`src/rtl/ofs_plat_axi_mem_rd_arb_pkg.sv`:
```
// Shared sizing helpers for the AXI-MM read arbiter and its round-robin primitive.
// Pure functions only: no latency, no flow control.
package ofs_plat_axi_mem_rd_arb_pkg;

    // Width of a source index; never below 1 so vectors stay legal.
    function automatic int idx_w(input int n);
        return (n > 1) ? $clog2(n) : 1;
    endfunction

    // Width of a per-source burst counter able to hold 0..max_out inclusive.
    function automatic int cnt_w(input int max_out);
        return $clog2(max_out + 1);
    endfunction

endpackage

```
`src/rtl/ofs_plat_prim_rr_arbiter.sv`:
```
// Round-robin arbiter: one-hot grant searched from a registered pointer, combinational.
// Latency 0 for grant; the pointer moves past the winner only when i_en accepts the grant.
module ofs_plat_prim_rr_arbiter
    import ofs_plat_axi_mem_rd_arb_pkg::*;
#(
    parameter int N = 4
)(
    input  logic         clk,
    input  logic         reset,
    input  logic [N-1:0] i_req,
    input  logic         i_en,
    output logic [N-1:0] o_grant,
    output logic         o_adv
);

    localparam int IW = idx_w(N);

    logic [IW-1:0] r_ptr;
    logic [IW-1:0] w_gidx;
    logic [IW:0]   w_pos;
    logic          w_any;

    // Walk N positions starting at r_ptr, wrapping modulo N; the first request wins.
    always_comb begin
        o_grant = '0;
        w_gidx  = '0;
        w_pos   = '0;
        w_any   = 1'b0;
        for (int k = 0; k < N; k++) begin
            w_pos = {1'b0, r_ptr} + (IW+1)'(k);
            if (w_pos >= (IW+1)'(N)) begin
                w_pos = w_pos - (IW+1)'(N);
            end
            if (!w_any && i_req[w_pos[IW-1:0]]) begin
                w_any                  = 1'b1;
                o_grant[w_pos[IW-1:0]] = 1'b1;
                w_gidx                 = w_pos[IW-1:0];
            end
        end
    end

    assign o_adv = i_en && w_any;

    always_ff @(posedge clk or posedge reset) begin
        if (reset) begin
            r_ptr <= '0;
        end else if (o_adv) begin
            r_ptr <= (w_gidx == IW'(N - 1)) ? '0 : w_gidx + IW'(1);
        end
    end

endmodule

```
`src/rtl/ofs_plat_axi_mem_rd_arb.sv`:
```
// Shares one AXI-MM AR/R channel pair among N_SOURCES requesters with per-source burst credits.
// AR: 1-cycle registered, held stable under sink stall; R: 0-cycle demux, stalls on the owner's rready.
module ofs_plat_axi_mem_rd_arb
    import ofs_plat_axi_mem_rd_arb_pkg::*;
#(
    parameter int N_SOURCES       = 4,
    parameter int ADDR_WIDTH      = 48,
    parameter int LEN_WIDTH       = 8,
    parameter int SRC_ID_WIDTH    = 4,
    parameter int DATA_WIDTH      = 512,
    parameter int MAX_OUTSTANDING = 16,
    localparam int IDX_W          = idx_w(N_SOURCES),
    localparam int RID_W          = SRC_ID_WIDTH + IDX_W
)(
    input  logic                           clk,
    input  logic                           reset,
    input  logic [N_SOURCES-1:0]           src_arvalid,
    input  logic [N_SOURCES*ADDR_WIDTH-1:0] src_araddr,
    input  logic [N_SOURCES*LEN_WIDTH-1:0] src_arlen,
    input  logic [N_SOURCES*SRC_ID_WIDTH-1:0] src_arid,
    output logic [N_SOURCES-1:0]           src_arready,
    output logic                           sink_arvalid,
    output logic [ADDR_WIDTH-1:0]          sink_araddr,
    output logic [LEN_WIDTH-1:0]           sink_arlen,
    output logic [RID_W-1:0]               sink_arid,
    input  logic                           sink_arready,
    input  logic                           sink_rvalid,
    input  logic [RID_W-1:0]               sink_rid,
    input  logic [DATA_WIDTH-1:0]          sink_rdata,
    input  logic                           sink_rlast,
    output logic                           sink_rready,
    output logic [N_SOURCES-1:0]           src_rvalid,
    output logic [SRC_ID_WIDTH-1:0]        src_rid,
    output logic [DATA_WIDTH-1:0]          src_rdata,
    output logic                           src_rlast,
    input  logic [N_SOURCES-1:0]           src_rready,
    output logic                           err_bad_rid
);

    localparam int CNT_W = cnt_w(MAX_OUTSTANDING);

    logic [CNT_W-1:0]        r_cnt [N_SOURCES];
    logic                    r_arvalid;
    logic [ADDR_WIDTH-1:0]   r_araddr;
    logic [LEN_WIDTH-1:0]    r_arlen;
    logic [RID_W-1:0]        r_arid;
    logic                    r_err;

    logic [N_SOURCES-1:0]    w_elig;
    logic [N_SOURCES-1:0]    w_grant;
    logic [N_SOURCES-1:0]    w_inc;
    logic [N_SOURCES-1:0]    w_dec;
    logic [N_SOURCES-1:0]    w_r_sel;
    logic [N_SOURCES-1:0]    w_cnt_zero;
    logic                    w_slot_free;
    logic                    w_adv;
    logic [IDX_W-1:0]        w_gidx;
    logic [ADDR_WIDTH-1:0]   w_sel_addr;
    logic [LEN_WIDTH-1:0]    w_sel_len;
    logic [SRC_ID_WIDTH-1:0] w_sel_id;
    logic [IDX_W-1:0]        w_ridx;
    logic                    w_bad_idx;
    logic                    w_rready;
    logic                    w_rlast_hs;
    logic                    w_underflow;

    // Eligibility uses the registered count, so a same-cycle rlast cannot unmask a full source.
    always_comb begin
        w_elig     = '0;
        w_cnt_zero = '0;
        for (int i = 0; i < N_SOURCES; i++) begin
            w_elig[i]     = src_arvalid[i] && (r_cnt[i] < CNT_W'(MAX_OUTSTANDING));
            w_cnt_zero[i] = (r_cnt[i] == '0);
        end
    end

    assign w_slot_free = !r_arvalid || sink_arready;

    ofs_plat_prim_rr_arbiter #(
        .N (N_SOURCES)
    ) u_rr (
        .clk     (clk),
        .reset   (reset),
        .i_req   (w_elig),
        .i_en    (w_slot_free),
        .o_grant (w_grant),
        .o_adv   (w_adv)
    );

    assign src_arready = reset ? '0 : (w_grant & {N_SOURCES{w_slot_free}});

    always_comb begin
        w_gidx     = '0;
        w_sel_addr = '0;
        w_sel_len  = '0;
        w_sel_id   = '0;
        for (int i = 0; i < N_SOURCES; i++) begin
            if (w_grant[i]) begin
                w_gidx     = IDX_W'(i);
                w_sel_addr = src_araddr[i*ADDR_WIDTH +: ADDR_WIDTH];
                w_sel_len  = src_arlen[i*LEN_WIDTH +: LEN_WIDTH];
                w_sel_id   = src_arid[i*SRC_ID_WIDTH +: SRC_ID_WIDTH];
            end
        end
    end

    always_ff @(posedge clk or posedge reset) begin
        if (reset) begin
            r_arvalid <= 1'b0;
            r_araddr  <= '0;
            r_arlen   <= '0;
            r_arid    <= '0;
        end else if (w_slot_free) begin
            r_arvalid <= w_adv;
            if (w_adv) begin
                r_araddr <= w_sel_addr;
                r_arlen  <= w_sel_len;
                r_arid   <= {w_gidx, w_sel_id};
            end
        end
    end

    assign sink_arvalid = r_arvalid;
    assign sink_araddr  = r_araddr;
    assign sink_arlen   = r_arlen;
    assign sink_arid    = r_arid;

    assign w_ridx = sink_rid[RID_W-1 -: IDX_W];

    // Index codes past the last source only exist when N_SOURCES is not a power of two.
    generate
        if ((1 << IDX_W) != N_SOURCES) begin : g_bad_idx
            assign w_bad_idx = (w_ridx >= IDX_W'(N_SOURCES));
        end else begin : g_no_bad_idx
            assign w_bad_idx = 1'b0;
        end
    endgenerate

    always_comb begin
        w_r_sel = '0;
        for (int i = 0; i < N_SOURCES; i++) begin
            w_r_sel[i] = (w_ridx == IDX_W'(i));
        end
    end

    // Beats for an unknown index are swallowed so the sink never wedges.
    assign w_rready    = reset ? 1'b0 : (w_bad_idx || |(w_r_sel & src_rready));
    assign sink_rready = w_rready;
    assign src_rvalid  = (sink_rvalid && !reset) ? w_r_sel : '0;
    assign src_rid     = sink_rid[SRC_ID_WIDTH-1:0];
    assign src_rdata   = sink_rdata;
    assign src_rlast   = sink_rlast;

    assign w_rlast_hs  = sink_rvalid && w_rready && sink_rlast;
    assign w_inc       = w_adv ? w_grant : '0;
    assign w_dec       = w_rlast_hs ? w_r_sel : '0;
    assign w_underflow = |(w_dec & w_cnt_zero);

    always_ff @(posedge clk or posedge reset) begin
        if (reset) begin
            for (int i = 0; i < N_SOURCES; i++) begin
                r_cnt[i] <= '0;
            end
        end else begin
            for (int i = 0; i < N_SOURCES; i++) begin
                if (w_inc[i] && !w_dec[i]) begin
                    r_cnt[i] <= r_cnt[i] + CNT_W'(1);
                end else if (w_dec[i] && !w_inc[i] && !w_cnt_zero[i]) begin
                    r_cnt[i] <= r_cnt[i] - CNT_W'(1);
                end
            end
        end
    end

    always_ff @(posedge clk or posedge reset) begin
        if (reset) begin
            r_err <= 1'b0;
        end else if ((sink_rvalid && w_bad_idx) || w_underflow) begin
            r_err <= 1'b1;
        end
    end

    assign err_bad_rid = r_err;

endmodule

```
`config.mk`:
```
export PLATFORM = sky130hd
export DESIGN_NAME = ofs_plat_axi_mem_rd_arb
export DESIGN_NICKNAME = d
export VERILOG_FILES = /design/src/rtl/ofs_plat_axi_mem_rd_arb_pkg.sv /design/src/rtl/ofs_plat_prim_rr_arbiter.sv /design/src/rtl/ofs_plat_axi_mem_rd_arb.sv
export SDC_FILE = /design/constraint.sdc
export NUM_CORES = 1
export LEC_CHECK = 0
export BUFFER_PORTS_ARGS = -buffer_cell sky130_fd_sc_hd__buf_2
export CORE_AREA = 2 2 534 536
export DETAILED_ROUTE_END_ITERATION = 6
export DIE_AREA = 0 0 536 538
export GPL_TIMING_DRIVEN = 0
export PLACE_DENSITY_LB_ADDON = 0.3
export SLEW_MARGIN = 40
export SYNTH_ARGS = -nofsm -noshare
export SYNTH_HDL_FRONTEND = slang
export SYNTH_SLANG_ARGS = --single-unit
export TNS_END_PERCENT = 1
```
`constraint.sdc`:
```
create_clock -name clk -period 5.08 [get_ports clk]
set_input_delay 0.254 -clock clk [delete_from_list [all_inputs] [get_ports clk]]
set_output_delay 0.254 -clock clk [all_outputs]
set_load 0.01 [all_outputs]
```
* Word level (Yosys, flattened, before mapping) *
Cells that the tools add are included.

storage, ports and cells
  register bits after elaboration = 86
  bits of input ports = 771
  output and inout port bits = 590

operators by class
  add/sub/neg operators = 16
  magnitude comparators = 16
  equal/unequal tests = 4
  mux-type cells = 61
  bitwise logic cells = 6
  reduce and logical (&&, ||, !) cells = 57

operator list
  operator             number
  $mux 48              4
  $mux 4               12
  $mux 5               8
  $mux 8               4
  $logic_and 1x1->1    27
  $mux 2               11
  $add 5x1->5 const B  4
  $logic_not 5->1      4
  $lt 5x5->1 const B   4
  $sub 5x1->5 const B  4
  $logic_not 1->1      17
  $mux 1               14
  $and 4x4->4          3
  $lt 2x3->1 const B   4
  $or 4x4->4           3
  $ge 3x3->1 const B   3
  $bmux 1 s2           4
  $demux 1 s2          4
  $ge 2x1->1 const B   4
  $reduce_bool 2->1    4
  $reduce_or 4->1      2
  $sub 2x1->2 const B  4
  $add 2x2->3 const B  2
  $eq 2x2->1 const B   3
  7 further kinds      7

* Longest topological paths before layout *
  depth after elaboration = 21
  depth in mapped cells = 20
  gate-level depth less buffers = 17

* Cells and area by module *
From an unflattened synthesis, not the netlist that was laid out.

second synthesis, totals
  cell total of the unflattened synthesis = 1100
  area, all modules = 9759.4 um2

by module, submodules not included
  module                    times used  cells each  area an instance (um2)  seq. area each (um2)
  ofs_plat_axi_mem_rd_arb   1           1037        9241.4                  2102.0
  ofs_plat_prim_rr_arbiter  1           63          518.0                   50.0

* Least setup slack after synthesis *
Ideal clock, no wire load.

  path kind = flip-flop to flip-flop
  start = register (tool-made name)
  end = register r_cnt[14] (netlist name)
  library setup time = 0.087 ns
  arrival = 4.097 ns
  required time = 4.993 ns
  path slack = 0.896 ns
  stages on the path, launching flop included = 20
  path buffers = 3
  period minus slack after synthesis = 4.184 ns
  cell sequence = dfrtp_1 buf_2 buf_2 inv_1 ha_1 or4b_1 nor4_2 a21oi_1 a21bo_2 buf_2 a21oi_4 nand2_1 ha_1 nor2b_1 o21ai_0 nand2b_1 nor2b_1 nand2b_1 mux2_2 o211ai_1

RTL lines
  item                             RTL line                        RTL
  to (signal, indexed assignment)  ofs_plat_axi_mem_rd_arb.sv:167  r_cnt[i] <= r_cnt[i] + CNT_W'(1);
  to (signal, indexed assignment)  ofs_plat_axi_mem_rd_arb.sv:169  r_cnt[i] <= r_cnt[i] - CNT_W'(1);
  to (decl)                        ofs_plat_axi_mem_rd_arb.sv:42   logic [CNT_W-1:0] r_cnt [N_SOURCES];

==> run_results.csv <==
group,metric,value,unit
setup_path,slowest_stage,"a21boi_1",
setup_path,timing.critical_path.slowest_cell_delay,840,ps
finish,syn2layout_area_growth,94.5,%
worst_hold_path,hold_class,"input pin to flop",
power_and_ir_drop,swShare,56.1,%
timing,finalSetupViolations,0,
floorplanning,ioPinCount,1361,
clock_tree,tritoncts,"built",
synth,synthFlopType,"dfrtp_1",
power_and_ir_drop,p_int,0.00326,W
routing,routed_via_density,2.33,
finish,layout.nets,2883,
global_routing,grt_pass1_wl,196,mm
placed_design,place_ws,-344,ps
global_routing,grt_pass1_vias,13000,
clock_tree,clockBufferDepth,2,
synth,syn_nets,2015,
timing,fin_ws,252,ps
placed_design,dp_hpwl,162,mm
synth,seq_area_frac_synth,20.7,%
run,maxCapViolations,0,
finish,drive_above_1_share,69.6,%
placed_design,numPortBuffers,842,
global_routing,grt_max_degree,50,
clock_tree,clk_pin_slew,100,ps
synth,yosysWarnings,0,
power_and_ir_drop,comb_power_share,73.6,%
clock_tree,clkSinkCount,86,
routing,dr.pass1.iters,5,
setup_path,endpoint_kind,"flop",
routing,vias,14000,
setup_path,worstPathArrival,5070,ps
finish,mostFrequentLayoutCell,"buf_2",
timing,hold_viol,0,
routing,detail_route.drc_violations,0,
setup_path,cp_num_buf_inv,6,
global_routing,antenna_found_initial,180,
timing,clock_skew,19.1,ps
clock_tree,worstSkewPairLatency,420,ps
power_and_ir_drop,peakVddDrop,0.000206,V
setup_path,cp_top_family,"compound AO/OA/AOI/OAI gates",
routing,drt_iter0_markers,1177,
timing,period_needed,4830,ps
power_and_ir_drop,switchingPower,0.00417,W
power_and_ir_drop,p_clk_share,10.5,%
floorplanning,core,0.283,mm2
synth,async_reset_ff_share,100,%
setup_path,criticalPathCategory,"flop to flop",
placed_design,dp_cells,5835,
routing,routed_wl,174,mm
clock_tree,cts_root_buf,"clkbuf_16",
floorplanning,dieArea,0.288,mm2
synth,ys_seq_elements,86,
clock_tree,cts_made_buffers,9,
routing,drtAntennaViolNets,0,
finish,nFillCells,33400,
synth,synth.cell_area,0.0104,mm2
global_routing,grt.overflow.total,0,
floorplanning,die_y,538,um
synth,yosysUniqueCellTypes,69,
setup_path,cp_cell_sequence,"buf_2 > buf_2 > inv_1 > ha_2 > or4b_1 > nor4_4 > a21oi_1 > a21bo_4 > buf_4 > buf_4 > clkbuf_1 > o2111ai_1 > a21boi_1 > o221ai_1",
clock_tree,htreeDepth,3,
timing,rsz0062_at_grt,"no",
floorplanning,fp-row-count,196,
power_and_ir_drop,p_seq_share,15.9,%
finish,final_cell_mix,"buf_2, buf_4, dfrtp_1",
global_routing,grt.total_usage,11.4,%
timing,maxSlewViolCount,0,
timing,worst_pin_slew,974,ps
setup_path,required,5320,ps
floorplanning,initial_core_util,3.67,%
run_status,outcome,"completed",
floorplanning,die_x,536,um
finish,final_cells,5987,
timing,finalCritPeriodShare,95.0,%
setup_path,cp_max_fo,10,
timing,relSlewSlack,34.9,%
synth,synth_edf_count,0,
power_and_ir_drop,powerDensity,367,mW/mm2
setup_path,start_kind,"flop",
power_and_ir_drop,fin_total_pwr,0.00743,W
power_and_ir_drop,leakage,8.92,nW
synth,syn_area_per_cell,8.52,um2
placed_design,gp_congestion,0.862,
routing,avgRoutedWirePerCell,29.0,um
timing,timing.fmax,0.207,GHz
synth,netlist_instances,1221,
## cell type report
cell class | count | area (um2) | share of cell area (%)
inverters | 80 | 308 | 1.52
diodes | 131 | 328 | 1.62
clock inverters | 6 | 45.0 | 0.223
multi-input cells | 472 | 3840 | 19.0
well taps | 3762 | 4710 | 23.3
plain buffers | 582 | 4210 | 20.8
flip-flops and latches | 86 | 2150 | 10.6
repair buffers | 858 | 4400 | 21.7
clock buffers | 10 | 239 | 1.18
## state kept, by name, indices dropped and copies added (netlist names), named ones only
name,count
sink_araddr,48
r_cnt,20
sink_arvalid,1
err_bad_rid,1
sink_arid,6
u_rr.r_ptr,1
sink_arlen,8
## cells by family (layout without fill, tap and decap cells)
logic type                 count (synthesis)  in the layout  synth area share, %
AOI/OAI and AO/OA                        307            307                 23.8
buffers and inverters                    663           1536                 43.3
DFF                                       86             86                 20.7
and+or+nand+nor                          111            111                 6.06
xor gates and xnor gates                  16             16                 1.35
other                                      0            131                    0
muxes                                     15             15                 1.77
adders and majority gates                 23             23                 3.05
## stage by stage
stage | util [%] | area (um2) | hold WS, ps | setup TNS (ps)
2_1_floorplan | - | 10400 | 399 | 0
3_3_place_gp | 6.82 | 19300 | 476 | -103280
3_5_place_dp | 6.90 | 19600 | 322 | -584
4_1_cts | 7.01 | 19900 | 10.5 | 0
5_1_grt | 7.11 | 20100 | 40.6 | 0
6_report | 7.14 | 20200 | 64.6 | 0
## worst paths after layout
kind                                    startpoint                     endpoint  slack [ps]  depth (start not counted)
setup / recovery                              flop  sink_araddr[19]$_DFFE_PP0P_         250                         14
hold / removal                     src_araddr[188]  sink_araddr[44]$_DFFE_PP0P_          60                          3
setup reg to reg                              flop  sink_araddr[19]$_DFFE_PP0P_         250                         14
hold reg to reg            err_bad_rid$_DFFE_PP0P_      err_bad_rid$_DFFE_PP0P_         490                          1
max in group asynchronous                    reset   sink_araddr[7]$_DFFE_PP0P_        3890                          4
min in group asynchronous                    reset      err_bad_rid$_DFFE_PP0P_         430                          3
## power groups by stage
stage	Sequential [W]	Clock [W]	Combinational, W
final	0.00118	0.000782	0.00546
after global placement	0.00119	0	0.00538
after detailed placement	0.00119	0	0.00561
after CTS	0.00118	0.000849	0.00563
after global routing	0.00122	0.000850	0.00593
after floorplan	0.00122	0	0.00272
## synthesized netlist by cell type, types with 14 or more instances
library cell  count  share of area (%)
buf_4           525                 38
dfrtp_1          86                 21
inv_1            80                2.9
a22oi_1          62                4.5
o221ai_1         61                5.1
a21boi_0         60                4.3
o2111ai_1        60                5.1
clkbuf_1         38                1.4
nand2_1          23               0.83
ha_1             19                2.3
nor2_1           17               0.61
a21oi_1          15               0.72
buf_2            14               0.67
## routing by layer
metal | global-route usage, % | up-vias | routed length [um]
li1 | - | 5679 | -
met1 | 10.9 | 6536 | 56700
met2 | 17.9 | 1344 | 77000
met3 | 9.95 | 274 | 34100
met4 | 3.27 | 120 | 5230
met5 | 0.789 | - | 903
## worst register-to-register path, stage by stage (launching register included)
cell and delay (ps):
dfrtp_1 440, buf_2 220, buf_2 270, inv_1 210, ha_2 390, or4b_1 530
nor4_4 220, a21oi_1 180, a21bo_4 300, buf_4 170, buf_4 210, clkbuf_1 270
o2111ai_1 220, a21boi_1 840, o221ai_1 210
## what timing repair did
| action | CTS | global route |
|---|---|---|
| endpoints found under the setup margin | 5 | 6 |
| hold buffers | 1 | 0 |
| buffers inserted | 0 | 5 |
| resized for setup | 4 | 3 |
| hold endpoints to repair | 37 | 0 |
| pin swaps | 0 | 1 |
(Power assumes the default switching activity.)
